===== src/rtl/riscv_pkg.sv =====
// rtl/riscv_pkg.sv - shared types and width constants for the multiply/divide path
//
// Purpose:
//   Holds the operation and FSM state enumerations used by mul_div_unit and
//   md_step, the default datapath/register-address widths, and small decode
//   helpers for the operation code.
// Ports: none (package).

package riscv_pkg;

    localparam int XLEN       = 8;
    localparam int REG_ADDR_W = 4;

    typedef enum logic [1:0] {
        MD_MUL  = 2'b00,
        MD_MULH = 2'b01,
        MD_DIV  = 2'b10,
        MD_REM  = 2'b11
    } md_op_e;

    typedef enum logic [1:0] {
        IDLE = 2'b00,
        CALC = 2'b01,
        DONE = 2'b10
    } md_state_e;

    // op[1] separates the divide family from the multiply family.
    function automatic logic md_is_div(input md_op_e op);
        return op[1];
    endfunction

    // op[0] selects the upper half of the working register: MULH takes the
    // product high half and REM takes the partial remainder, both of which
    // live in the upper half after the last iteration.
    function automatic logic md_takes_high(input md_op_e op);
        return op[0];
    endfunction

endpackage


===== src/rtl/md_step.sv =====
// rtl/md_step.sv - one combinational shift-add / restoring-divide iteration
//
// Purpose:
//   Computes a single iteration of either the shift-add multiplier or the
//   restoring divider on the shared 2*WIDTH working register.
//
//   Multiply layout : i_acc = {partial product high (WIDTH), multiplier/low product (WIDTH)}
//   Divide layout   : i_acc = {partial remainder (WIDTH), dividend/quotient (WIDTH)}
//
// Ports:
//   i_is_div   in   1        1 = divide iteration, 0 = multiply iteration
//   i_acc      in   2*WIDTH  current working register
//   i_operand  in   WIDTH    multiplicand (multiply) or divisor (divide)
//   o_acc      out  2*WIDTH  next working register (quotient bit slot left 0)
//   o_q_bit    out  1        quotient bit produced by a divide iteration

import riscv_pkg::*;

module md_step #(
    parameter int WIDTH = XLEN
) (
    input  logic               i_is_div,
    input  logic [2*WIDTH-1:0] i_acc,
    input  logic [WIDTH-1:0]   i_operand,
    output logic [2*WIDTH-1:0] o_acc,
    output logic               o_q_bit
);

    logic [WIDTH:0]   w_sum;
    logic [WIDTH:0]   w_shifted_rem;
    logic             w_fits;
    logic [WIDTH-1:0] w_diff;
    logic [WIDTH-1:0] w_rem_next;

    always_comb begin
        // Multiply: conditionally add the multiplicand into the high half;
        // the carry becomes the new top bit after the right shift.
        w_sum = {1'b0, i_acc[2*WIDTH-1:WIDTH]}
              + {1'b0, (i_acc[0] ? i_operand : {WIDTH{1'b0}})};

        // Divide: the partial remainder is WIDTH+1 bits wide only for the
        // duration of the trial subtraction. A restored remainder is always
        // below the divisor, so it fits back into WIDTH bits, and when the
        // subtraction succeeds the true difference also fits in WIDTH bits,
        // which lets the difference be taken modulo 2^WIDTH.
        w_shifted_rem = {i_acc[2*WIDTH-1:WIDTH], i_acc[WIDTH-1]};
        w_fits        = (w_shifted_rem >= {1'b0, i_operand});
        w_diff        = w_shifted_rem[WIDTH-1:0] - i_operand;
        w_rem_next    = w_fits ? w_diff : w_shifted_rem[WIDTH-1:0];

        o_acc   = '0;
        o_q_bit = 1'b0;
        if (i_is_div) begin
            o_q_bit = w_fits;
            o_acc   = {w_rem_next, i_acc[WIDTH-2:0], 1'b0};
        end else begin
            o_acc   = {w_sum, i_acc[WIDTH-1:1]};
        end
    end

endmodule


===== src/rtl/mul_div_unit.sv =====
// rtl/mul_div_unit.sv - iterative unsigned multiply/divide unit with register write-back
//
// Purpose:
//   Multi-cycle M-extension path between the register file read ports and its
//   write port. One operation runs WIDTH iterations of md_step, then presents
//   the result on the write-back port for exactly one cycle.
//
// Ports:
//   clk      in   1       rising-edge clock
//   reset    in   1       synchronous active-high reset
//   start    in   1       begin an operation (sampled only in IDLE)
//   op       in   2       00 MUL, 01 MULH, 10 DIV, 11 REM
//   src_a    in   WIDTH   multiplicand / dividend
//   src_b    in   WIDTH   multiplier / divisor
//   rd       in   ADDR_W  destination register
//   busy     out  1       high in CALC and DONE
//   done     out  1       one-cycle pulse in DONE
//   wb_en    out  1       register write enable (DONE and rd != 0)
//   wb_addr  out  ADDR_W  register write address (registered)
//   wb_data  out  WIDTH   register write data (registered)

import riscv_pkg::*;

module mul_div_unit #(
    parameter int WIDTH  = XLEN,
    parameter int ADDR_W = REG_ADDR_W
) (
    input  logic              clk,
    input  logic              reset,
    input  logic              start,
    input  logic [1:0]        op,
    input  logic [WIDTH-1:0]  src_a,
    input  logic [WIDTH-1:0]  src_b,
    input  logic [ADDR_W-1:0] rd,
    output logic              busy,
    output logic              done,
    output logic              wb_en,
    output logic [ADDR_W-1:0] wb_addr,
    output logic [WIDTH-1:0]  wb_data
);

    localparam int CNT_W = (WIDTH > 1) ? $clog2(WIDTH) : 1;
    localparam logic [CNT_W-1:0] LAST_ITER = CNT_W'(WIDTH - 1);

    md_state_e          r_state;
    md_state_e          w_next_state;
    logic [CNT_W-1:0]   r_cnt;
    md_op_e             r_op;
    logic [WIDTH-1:0]   r_opnd;
    logic [2*WIDTH-1:0] r_acc;
    logic [ADDR_W-1:0]  r_rd;
    logic [ADDR_W-1:0]  r_wb_addr;
    logic [WIDTH-1:0]   r_wb_data;

    logic [2*WIDTH-1:0] w_step_acc;
    logic               w_q_bit;
    logic [2*WIDTH-1:0] w_acc_next;
    logic [WIDTH-1:0]   w_result;
    logic               w_start_div;

    md_step #(.WIDTH(WIDTH)) u_md_step (
        .i_is_div  (md_is_div(r_op)),
        .i_acc     (r_acc),
        .i_operand (r_opnd),
        .o_acc     (w_step_acc),
        .o_q_bit   (w_q_bit)
    );

    // The quotient bit shifts into the LSB of the dividend half; md_step
    // leaves that slot at 0 for divides and the multiply path never sets
    // w_q_bit, so an OR merges both cases.
    assign w_acc_next  = {w_step_acc[2*WIDTH-1:1], w_step_acc[0] | w_q_bit};
    assign w_result    = md_takes_high(r_op) ? w_acc_next[2*WIDTH-1:WIDTH]
                                             : w_acc_next[WIDTH-1:0];
    assign w_start_div = op[1];

    always_ff @(posedge clk) begin
        if (reset) begin
            r_state   <= IDLE;
            r_cnt     <= '0;
            r_op      <= MD_MUL;
            r_opnd    <= '0;
            r_acc     <= '0;
            r_rd      <= '0;
            r_wb_addr <= '0;
            r_wb_data <= '0;
        end else begin
            r_state <= w_next_state;
            case (r_state)
                IDLE: begin
                    if (start) begin
                        r_op  <= md_op_e'(op);
                        r_rd  <= rd;
                        r_cnt <= '0;
                        // Multiply keeps the multiplicand as the step operand
                        // and shifts the multiplier through the low half;
                        // divide keeps the divisor and shifts the dividend.
                        if (w_start_div) begin
                            r_opnd <= src_b;
                            r_acc  <= {{WIDTH{1'b0}}, src_a};
                        end else begin
                            r_opnd <= src_a;
                            r_acc  <= {{WIDTH{1'b0}}, src_b};
                        end
                    end
                end
                CALC: begin
                    r_acc <= w_acc_next;
                    r_cnt <= r_cnt + 1'b1;
                    if (r_cnt == LAST_ITER) begin
                        r_wb_data <= w_result;
                        r_wb_addr <= r_rd;
                    end
                end
                default: begin
                end
            endcase
        end
    end

    always_comb begin
        w_next_state = r_state;
        busy         = 1'b0;
        done         = 1'b0;
        wb_en        = 1'b0;
        case (r_state)
            IDLE: begin
                if (start) begin
                    w_next_state = CALC;
                end
            end
            CALC: begin
                busy = 1'b1;
                if (r_cnt == LAST_ITER) begin
                    w_next_state = DONE;
                end
            end
            DONE: begin
                busy         = 1'b1;
                done         = 1'b1;
                wb_en        = (r_rd != '0);
                w_next_state = IDLE;
            end
            default: begin
                w_next_state = IDLE;
            end
        endcase
    end

    assign wb_addr = r_wb_addr;
    assign wb_data = r_wb_data;

endmodule


===== config.mk =====
export PLATFORM = sky130hd
export DESIGN_NAME = mul_div_unit
export DESIGN_NICKNAME = d
export VERILOG_FILES = /design/src/rtl/riscv_pkg.sv /design/src/rtl/md_step.sv /design/src/rtl/mul_div_unit.sv
export SDC_FILE = /design/constraint.sdc
export NUM_CORES = 1
export LEC_CHECK = 0
export ABC_AREA = 1
export BUFFER_PORTS_ARGS = -buffer_cell sky130_fd_sc_hd__buf_2
export CAP_MARGIN = 10
export CORE_UTILIZATION = 40
export CTS_BUF_LIST = sky130_fd_sc_hd__clkbuf_8 sky130_fd_sc_hd__clkbuf_16
export CTS_CLUSTER_SIZE = 40
export DETAILED_ROUTE_END_ITERATION = 6
export PLACE_DENSITY = 0.67
export SYNTH_ARGS = -nofsm -noshare
export SYNTH_HDL_FRONTEND = slang
export SYNTH_SLANG_ARGS = --single-unit

===== constraint.sdc =====
create_clock -name clk -period 2.8 [get_ports clk]
set_clock_uncertainty 0.2 [all_clocks]
set_input_delay 0.14 -clock clk [delete_from_list [all_inputs] [get_ports clk]]
set_output_delay 0.14 -clock clk [all_outputs]
set_load 0.05 [all_outputs]

Word level (Yosys, flattened, before mapping)
Index checks and enable logic that the tools add are counted.
{"block": "word_totals", "reg_bits": 47, "input_bits": 25, "output_inout_bits": 15, "wordCells": 43}
{"block": "classes", "add_sub_neg": 3, "n_lt_le_gt_ge": 1, "eq_ne": 5, "n_mux": 17, "n_bitwise": 1, "n_reduce_logical": 8}
{"cell": "$mux 8", "n": 5}
{"cell": "$mux 16", "n": 2}
{"cell": "$pmux 16 s2", "n": 1}
{"cell": "$add 8x8->9", "n": 1}
{"cell": "$ge 9x8->1", "n": 1}
{"cell": "$reduce_and 2->1", "n": 4}
{"cell": "$sub 8x8->8", "n": 1}
{"cell": "$pmux 3 s2", "n": 1}
{"cell": "$mux 1", "n": 4}
{"cell": "$mux 2", "n": 2}
{"cell": "$ne 2x2->1 const B", "n": 2}
{"cell": "$pmux 2 s2", "n": 1}
{"cell": "$reduce_bool 4->1", "n": 1}
{"cell": "$add 3x1->3 const B", "n": 1}
{"cell": "$eq 3x3->1 const B", "n": 1}
{"cell": "$mux 3", "n": 1}
{"cell": "$eq 2x1->1 const B", "n": 1}
{"cell": "$eq 2x2->1 const B", "n": 1}
{"cell": "$logic_not 2->1", "n": 1}
{"cell": "$reduce_bool 2->1", "n": 1}
{"cell": "$reduce_or 2->1", "n": 1}
{"cell": "$or 1x1->1", "n": 1}

Depth between registers and ports, before layout
Gate-level depths: netlist of the first run.
{"block": "depth", "word_depth": 5, "mapped_depth": 15, "depth_no_buf": 14}

Cells and area by module
A second synthesis of the first run with hierarchy kept.
{"block": "hier_totals", "cells_unflattened": 555, "hier_area_um2": 3397.0}
{"mod": "mul_div_unit", "instances": 1, "cells_each": 349, "area_each_um2": 2255.9, "seq_area_each_um2": 940.9}
{"mod": "md_step", "instances": 1, "cells_each": 206, "area_each_um2": 1141.1, "seq_area_each_um2": 0.0}

Worst setup path before layout of the first run
OpenSTA, ideal clock, no wires.
{"block": "synth_timing", "path_type": "flip-flop to flip-flop", "start": "register r_acc[0]", "end": "register r_wb_data[5], in the netlist wb_data[5]", "setup_time_ns": 0.136, "arrival_ns": 1.831, "required_ns": 2.464, "path_slack_ns": 0.633, "path_stages_with_launch": 15, "path_buffers": 1, "period_less_slack_ns": 2.167, "cell_sequence": "dfxtp_1 clkbuf_1 nand2_1 inv_1 ha_1 inv_1 fa_1 inv_1 nand4_1 nand3_1 nand2_1 nand3_1 nand3_1 nand2_1 a21oi_2"}
{"block": "synth_via", "elab_chain_cells": 4}
{"element": "start, declared", "line": "mul_div_unit.sv:50", "source": "logic [2*WIDTH-1:0] r_acc;"}
{"element": "start signal, assigned", "line": "mul_div_unit.sv:100", "source": "r_acc <= {{WIDTH{1'b0}}, src_a};"}
{"element": "start signal, assigned", "line": "mul_div_unit.sv:103", "source": "r_acc <= {{WIDTH{1'b0}}, src_b};"}
{"element": "start signal, assigned", "line": "mul_div_unit.sv:108", "source": "r_acc <= w_acc_next;"}
{"element": "$mux 8", "line": "md_step.sv:39", "source": "+ {1'b0, (i_acc[0] ? i_operand : {WIDTH{1'b0}})};"}
{"element": "$add 8x8->9", "line": "md_step.sv:39"}
{"element": "$mux 16", "line": "md_step.sv:53", "source": "if (i_is_div) begin"}
{"element": "$mux 8", "line": "mul_div_unit.sv:73", "source": "assign w_result = md_takes_high(r_op) ? w_acc_next[2*WIDTH-1:WIDTH]"}
{"element": "end signal, assigned", "line": "mul_div_unit.sv:111", "source": "r_wb_data <= w_result;"}
{"element": "end, declared", "line": "mul_div_unit.sv:53", "source": "logic [WIDTH-1:0] r_wb_data;"}
Every way passes these cells.
A chain may end at the register's enable or synchronous reset.

Worst setup path after layout of the first run
{"block": "layout_timing", "start": "register r_acc[0]", "end": "register r_wb_data[7], in the netlist wb_data[7]"}
Same word-level chain as after synthesis.

==> results.yml, run 1 <==
status:
  status: "completed"
setup_path:
  crit_slowest_cell: "dfxtp_1"
  cp_max_fo: 10
  cp.buffers_inverters: 3
  cpMostUsedCell: "nand2_1"
  cp.required_ps: 2840
  path_class: "flip-flop to flip-flop"
  crit_arrival_ps: 2330
  cp_cell_sequence: "nand2_1 -> inv_1 -> ha_1 -> inv_1 -> fa_1 -> inv_1 -> nand4_1 -> nand3_1 -> nand2_1 -> nand2_1 -> nand2_1 -> nand3_1 -> nand2_1 -> a21oi_2"
  endpoint_kind: "flip-flop"
  critPathLaunchType: "flip-flop"
  cpPeakStageDelay_ps: 500
  crit_family: "simple AND/OR/NAND/NOR gates"
routing:
  drc: 0
  wl_per_cell_um: 12.7
  drt_iter0_drc: 165
  antenna_left: 0
  drt_wl_total_mm: 8.42
  vias_per_cell: 5.04
  drt-pass1-iter-count: 6
  vias: 3342
layout:
  final_nets: 608
  num_antenna_cells: 0
  nFillCells: 801
  regArea_um2: 941
  area_growth_pct: 14.6
  drive_gt1_share_pct: 13.7
  multi_input_area_um2: 2050
yosys:
  yosysSeqAreaShare_pct: 28.3
  synth_cells: 517
  yosysWarnings: 0
  synth.avg_cell_area_um2: 6.43
  ys_top_cells_by_area: "dfxtp_1 28%, nand2_1 18%, ha_1 7.9%, inv_1 6.9%, a21oi_1 6.5%"
  yosys.area.top_type: "dfxtp_1"
  post-synth-top-area-fraction_pct: 28.3
  ys_ff_latch: 47
  syn-cell-area_um2: 3330
  yosys.cell_types.count: 33
  synthesis.nets: 565
timing:
  slew_headroom_pct: 59.5
  fmax_mhz: 436
  worst_slack_ps: 506
  min_period_ps: 2290
  rsz0062_at_grt: "no"
  final_max_slew_viol_count: 0
  worstMarginPinSlew_ps: 606
  hold_violations: 0
  period_share_pct: 81.9
  setup_viol: 0
  hold_ws_ps: 24.3
  final.setup.tns_ps: 0
global_route:
  grt-ovfl-total: 0
  grt_first_pass_wirelength_mm: 14.4
  grt_pass1_vias: 3226
  grt_max_degree: 31
  grt_antenna_before_repair: 0
  grt_use_total_pct: 20.8
clocking:
  cts_sinks: 47
  cts_buffers: 5
  clock-root-buffer: "clkbuf_8"
  clockBufferDepth: 2
  clk_latency_ps: 310
  htree_levels: 2
  post_cts.repair.setup_buffers: 0
  cts_tree: "built"
  path_clk_slew_ps: 90
floorplanning:
  io_pins: 40
  die_area_um2: 8680
  die_w_um: 93.2
  std_cell_rows: 32
  initial_core_util_pct: 42.2
  core_area_um2: 7890
  die_y_um: 93.2
placement:
  io_buffers: 39
  post-place-ws_ps: 520
  dpl.hpwl_mm: 6.51
  gp_congestion: 0.930
power:
  ir_drop_v: 0.000259
  power.leakage_nw: 1.94
  powerDensity_nw_per_um2: 437
hold_path:
  hold_class: "input port to flip-flop"
run:
  maxCapViolations: 0
area by class of cell:
type / instances / area share (%)
inverters: 65 / 6.40
flip-flops and latches: 47 / 24.7
well taps: 102 / 3.35
multi-input cells: 384 / 53.7
clock inverters: 3 / 0.525
repair buffers: 57 / 9.52
clock buffers: 5 / 1.81
metal layers:
layer | GRT usage (%) | vias up | part of all wire (%)
met5 | 0 | - | 0
met4 | 6.79 | 0 | 1.9
met3 | 3.74 | 14 | 4.2
met2 | 35.7 | 86 | 46
met1 | 26.2 | 1501 | 48
li1 | - | 1741 | -
what timing repair did:
item / CTS / global route
hold endpoints to repair: 13 / 0
hold buffers: 13 / 0
resized for setup: 0 / 0
path summary, 6_finish.rpt:
check | start | to | slack (ps) | depth (start not counted)
worst max-delay path | r_acc[0]$_SDFFE_PP0P_ | wb_data[7]$_SDFFE_PP0P_ | 510 | 14
worst min-delay path | src_a[4] | r_acc[4]$_SDFFE_PP0P_ | 20 | 5
worst max register to register | r_acc[0]$_SDFFE_PP0P_ | wb_data[7]$_SDFFE_PP0P_ | 510 | 14
worst min register to register | wb_data[4]$_SDFFE_PP0P_ | wb_data[4]$_SDFFE_PP0P_ | 270 | 2
through the flow:
step	cells	cell area, um2	power [mW]	utilization [%]
final	663	3810	1.67	48.3
after global routing	663	3810	1.77	48.3
after CTS	663	3810	1.68	48.3
after detailed placement	642	3590	1.25	45.5
after global placement	642	3590	1.24	45.5
after floorplan	517	3330	1.13	-
cells in the mapped netlist (all sizes together):
library cell / number
a211oi: 2
a21oi: 54
buf: 8
clkbuf: 13
clkinv: 2
dfxtp: 47
fa: 2
ha: 21
inv: 63
mux2i: 5
nand2: 168
nand3: 44
nand3b: 1
nand4: 9
nor2: 37
nor3: 1
o21a: 1
o21ai: 32
o41a: 1
or2: 2
xnor2: 2
xor2: 2
cell families after synthesis:
| logic type | Yosys count | share of synthesized area (%) |
|---|---|---|
| compound gates | 90 | 15.4 |
| xor+xnor | 4 | 1.05 |
| fa+ha+maj | 23 | 9.10 |
| buf+inv | 86 | 10.2 |
| flops | 47 | 28.3 |
| mux | 5 | 1.50 |
| simple gates | 262 | 34.4 |
where the power goes:
group          total [mW]  internal, mW  leakage, nW  switching, mW
Combinational       0.519         0.187         1.51          0.332
Sequential          0.736         0.703        0.384         0.0332
Clock               0.411         0.176       0.0460          0.235
Total                1.67          1.07         1.94          0.600
placed cells by master, fill, tap and decap left out, drive strengths merged, types with 9 or more instances in the layout:
master / n
o21ai: 32
dlygate4sd3: 13
nand3: 44
dfxtp: 47
nand2: 168
nor2: 37
inv: 65
ha: 21
buf: 44
nand4: 9
a21oi: 54
flip-flops by register name, indices dropped and copies added (netlist names):
| name | count |
|---|---|
| r_acc | 16 |
| r_opnd | 8 |
| wb_data | 8 |
| r_rd | 4 |
| wb_addr | 4 |
| r_cnt | 3 |
| r_op | 2 |
| r_state | 2 |
worst min-delay path: stages:
cell	delay (ps)
buf_2	100
nand2_1	50
nand3_1	80
nand2_1	70
a21oi_1	50
Power figures use the tool's default switching activity.
==> run 2: changes to the inputs <==
==> constraint.sdc (replaced) <==
create_clock -name clk -period 2.3 [get_ports clk]
set_clock_uncertainty 0.2 [all_clocks]
set_input_delay 0.115 -clock clk [delete_from_list [all_inputs] [get_ports clk]]
set_output_delay 0.115 -clock clk [all_outputs]
set_load 0.05 [all_outputs]
==> run 2 against run 1 <==
  * The flow now finishes with violations (negative hold slack)
  * Register-to-register slack got worse by 360 ps
  * Worst setup slack worse by 360 ps
  * Largest cell class unchanged
  * Highest routed layer unchanged
  * Combinational power grew 32%
  * Hold slack worse by 30 ps
  * Global-route usage rose by 1.5 points
  * Final area rose by 4.9%
  * Non-clock buffer count increased by 14
  * Sequential power up 21%
  * Final cell count increased by 2.1%
  * Sequential cell count did not move
  * Sequential share of layout area down 1.1 points
==> results.yml, run 2 (synthesized netlist as in run 1, its figures left out) <==
clocking:
  clockBufferDepth: 2
  path_clk_slew_ps: 90
  clk_latency_ps: 310
  htree_levels: 2
  cts_buffers: 5
  cts_tree: "built"
  clock-root-buffer: "clkbuf_8"
  cts_sinks: 47
floorplanning:
  die_y_um: 93.2
  std_cell_rows: 32
  initial_core_util_pct: 42.2
  core_area_um2: 7890
  die_w_um: 93.2
  die_area_um2: 8680
  io_pins: 40
global_route:
  grt_pass1_vias: 3344
  grt-ovfl-total: 0
  grt_first_pass_wirelength_mm: 15.2
  grt_use_total_pct: 22.2
  grt_antenna_before_repair: 0
  grt_max_degree: 31
routing:
  wl_met1_mm: 4.24
  dr_wl_met2_mm: 4.08
  vias: 3480
  wl_per_cell_um: 13.5
  antenna_left: 0
  drt_iter0_drc: 216
  highest_layer: "met4"
  dr_wl_met3_um: 514
  drt-pass1-iter-count: 5
  vias_per_cell: 5.14
  drt_wl_total_mm: 9.13
  drc: 0
power:
  powerDensity_nw_per_um2: 528
  power.leakage_nw: 2.01
  seqPwrFrac_pct: 42.2
  power.share.clock_pct: 25.3
  pwr-share-comb_pct: 32.6
  intPower_mw: 1.35
  switching_share_pct: 35.9
  p_sw_mw: 0.757
  ir_drop_v: 0.000317
setup_path:
  crit_slowest_cell: "fa_2"
  r2r_start: "r_acc[7]$_SDFFE_PP0P_"
  reg2reg_depth: 12
  rrSetupSlack_ps: 150
  cpMostUsedCell: "nand2_1"
  path_class: "flip-flop to flip-flop"
  cp_max_fo: 4
  crit_arrival_ps: 2130
  rr_endpoint: "wb_data[4]$_SDFFE_PP0P_"
  cpPeakStageDelay_ps: 390
  critPathLaunchType: "flip-flop"
  cp.required_ps: 2280
  cp_cell_sequence: "inv_1 -> ha_1 -> inv_1 -> fa_2 -> a21oi_2 -> nor2_1 -> nor2_1 -> nand2_1 -> nand3_1 -> nand2_1 -> nand2_1 -> a21oi_1"
  endpoint_kind: "flip-flop"
timing:
  slew_headroom_pct: 59.9
  min_period_ps: 2150
  setup_viol: 0
  hold_violations: 2
  worstMarginPinSlew_ps: 601
  final_max_slew_viol_count: 0
  hold_ws_ps: -6.05
  fmax_mhz: 465
  period_share_pct: 93.6
run:
  maxCapViolations: 0
hold_path:
  hold_end: "r_acc[5]$_SDFFE_PP0P_"
  min_from: "src_b[5]"
  holdPathStages: 5
  hold_class: "input port to flip-flop"
placement:
  dpl-instance-area_um2: 3700
  dpl.hpwl_mm: 7.04
  io_buffers: 39
  gp_congestion: 0.961
layout:
  regMostFlops: "r_acc"
  area_growth_pct: 20.1
  drive_gt1_share_pct: 18.4
  num_antenna_cells: 0
  final_nets: 622
  final_area_um2: 4000
  largest_register_ffs: 16
  layout_commonest_cell: "nand2_1"
  layout_common_cells: "161 x nand2_1, 60 x inv_1, 44 x dfxtp_1, 42 x nand3_1, 42 x a21oi_1"
status:
  status: "complete, but fails checks"
  violations: "negative hold slack"
[run 2: cell types whose count changed in the layout (fill, tap and decap cells not counted), sizes merged]
cell         change
buf             +15
clkinvlp         -1
clkinv           +1
dlygate4sd3      -1
clkbuf           +1
inv              -1
[run 2: cell type report]
| type | count | area [um2] |
|---|---|---|
| clock buffers | 6 | 82.6 |
| clock inverters | 2 | 12.5 |
| fillers | 792 | 3890 |
| inverters | 65 | 244 |
| multi-input cells | 384 | 2120 |
| flip-flops and latches | 47 | 945 |
| well taps | 102 | 128 |
| repair buffers | 71 | 465 |
[run 2: worst max path at each step]
stage                              end  depth (start not counted)  slack (ps)                    from
3_5_place_dp   wb_data[4]$_SDFFE_PP0P_                         12          60   r_acc[7]$_SDFFE_PP0P_
3_3_place_gp   wb_data[4]$_SDFFE_PP0P_                         12          70   r_acc[7]$_SDFFE_PP0P_
6_report       wb_data[4]$_SDFFE_PP0P_                         12         150   r_acc[7]$_SDFFE_PP0P_
2_1_floorplan  wb_data[5]$_SDFFE_PP0P_                         14         130   r_acc[0]$_SDFFE_PP0P_
4_1_cts        wb_data[4]$_SDFFE_PP0P_                         12          30   r_acc[7]$_SDFFE_PP0P_
5_1_grt        wb_data[7]$_SDFFE_PP0P_                         14          -6  r_opnd[0]$_SDFFE_PP0P_
[run 2: per-stage QoR]
step,worst slack [ps],util [%],cells,power (mW),TNS [ps]
2_1_floorplan,133,-,517,1.38,0
3_3_place_gp,73.0,46.9,656,1.55,0
3_5_place_dp,57.9,46.9,656,1.56,0
4_1_cts,31.9,49.6,676,2.10,0
5_1_grt,-6.05,50.7,677,2.25,-6.05
6_report,148,50.7,677,2.11,0
[run 2: power by group through the flow]
stage,combinational (mW),clock (mW),sequential [mW]
after floorplan,0.483,0,0.895
after global placement,0.644,0,0.905
after detailed placement,0.649,0,0.906
after CTS,0.670,0.538,0.887
after global routing,0.775,0.579,0.894
final,0.686,0.532,0.889
[run 2: what timing repair did]
| action | 4_1_cts | 5_1_grt |
|---|---|---|
| setup endpoints to repair | 0 | 11 |
| gates resized for setup | 0 | 18 |
| hold buffers | 12 | 0 |
| endpoints found under the hold margin | 14 | 0 |
| buffers inserted | 0 | 1 |
[run 2: critical path: cells and delay by family (launching register included)]
family                   cells  cell delay (ps)
buffers and inverters        2              240
flip-flops                   1              310
adder cells (fa/ha/maj)      2              570
AO/OA/AOI/OAI                2              220
AND/OR/NAND/NOR              6              500
[run 2: routing by layer]
layer | GRT usage [%] | up-vias
met5 | 0 | -
met4 | 9.10 | 0
met3 | 3.17 | 23
met2 | 36.3 | 120
met1 | 29.4 | 1565
li1 | - | 1772
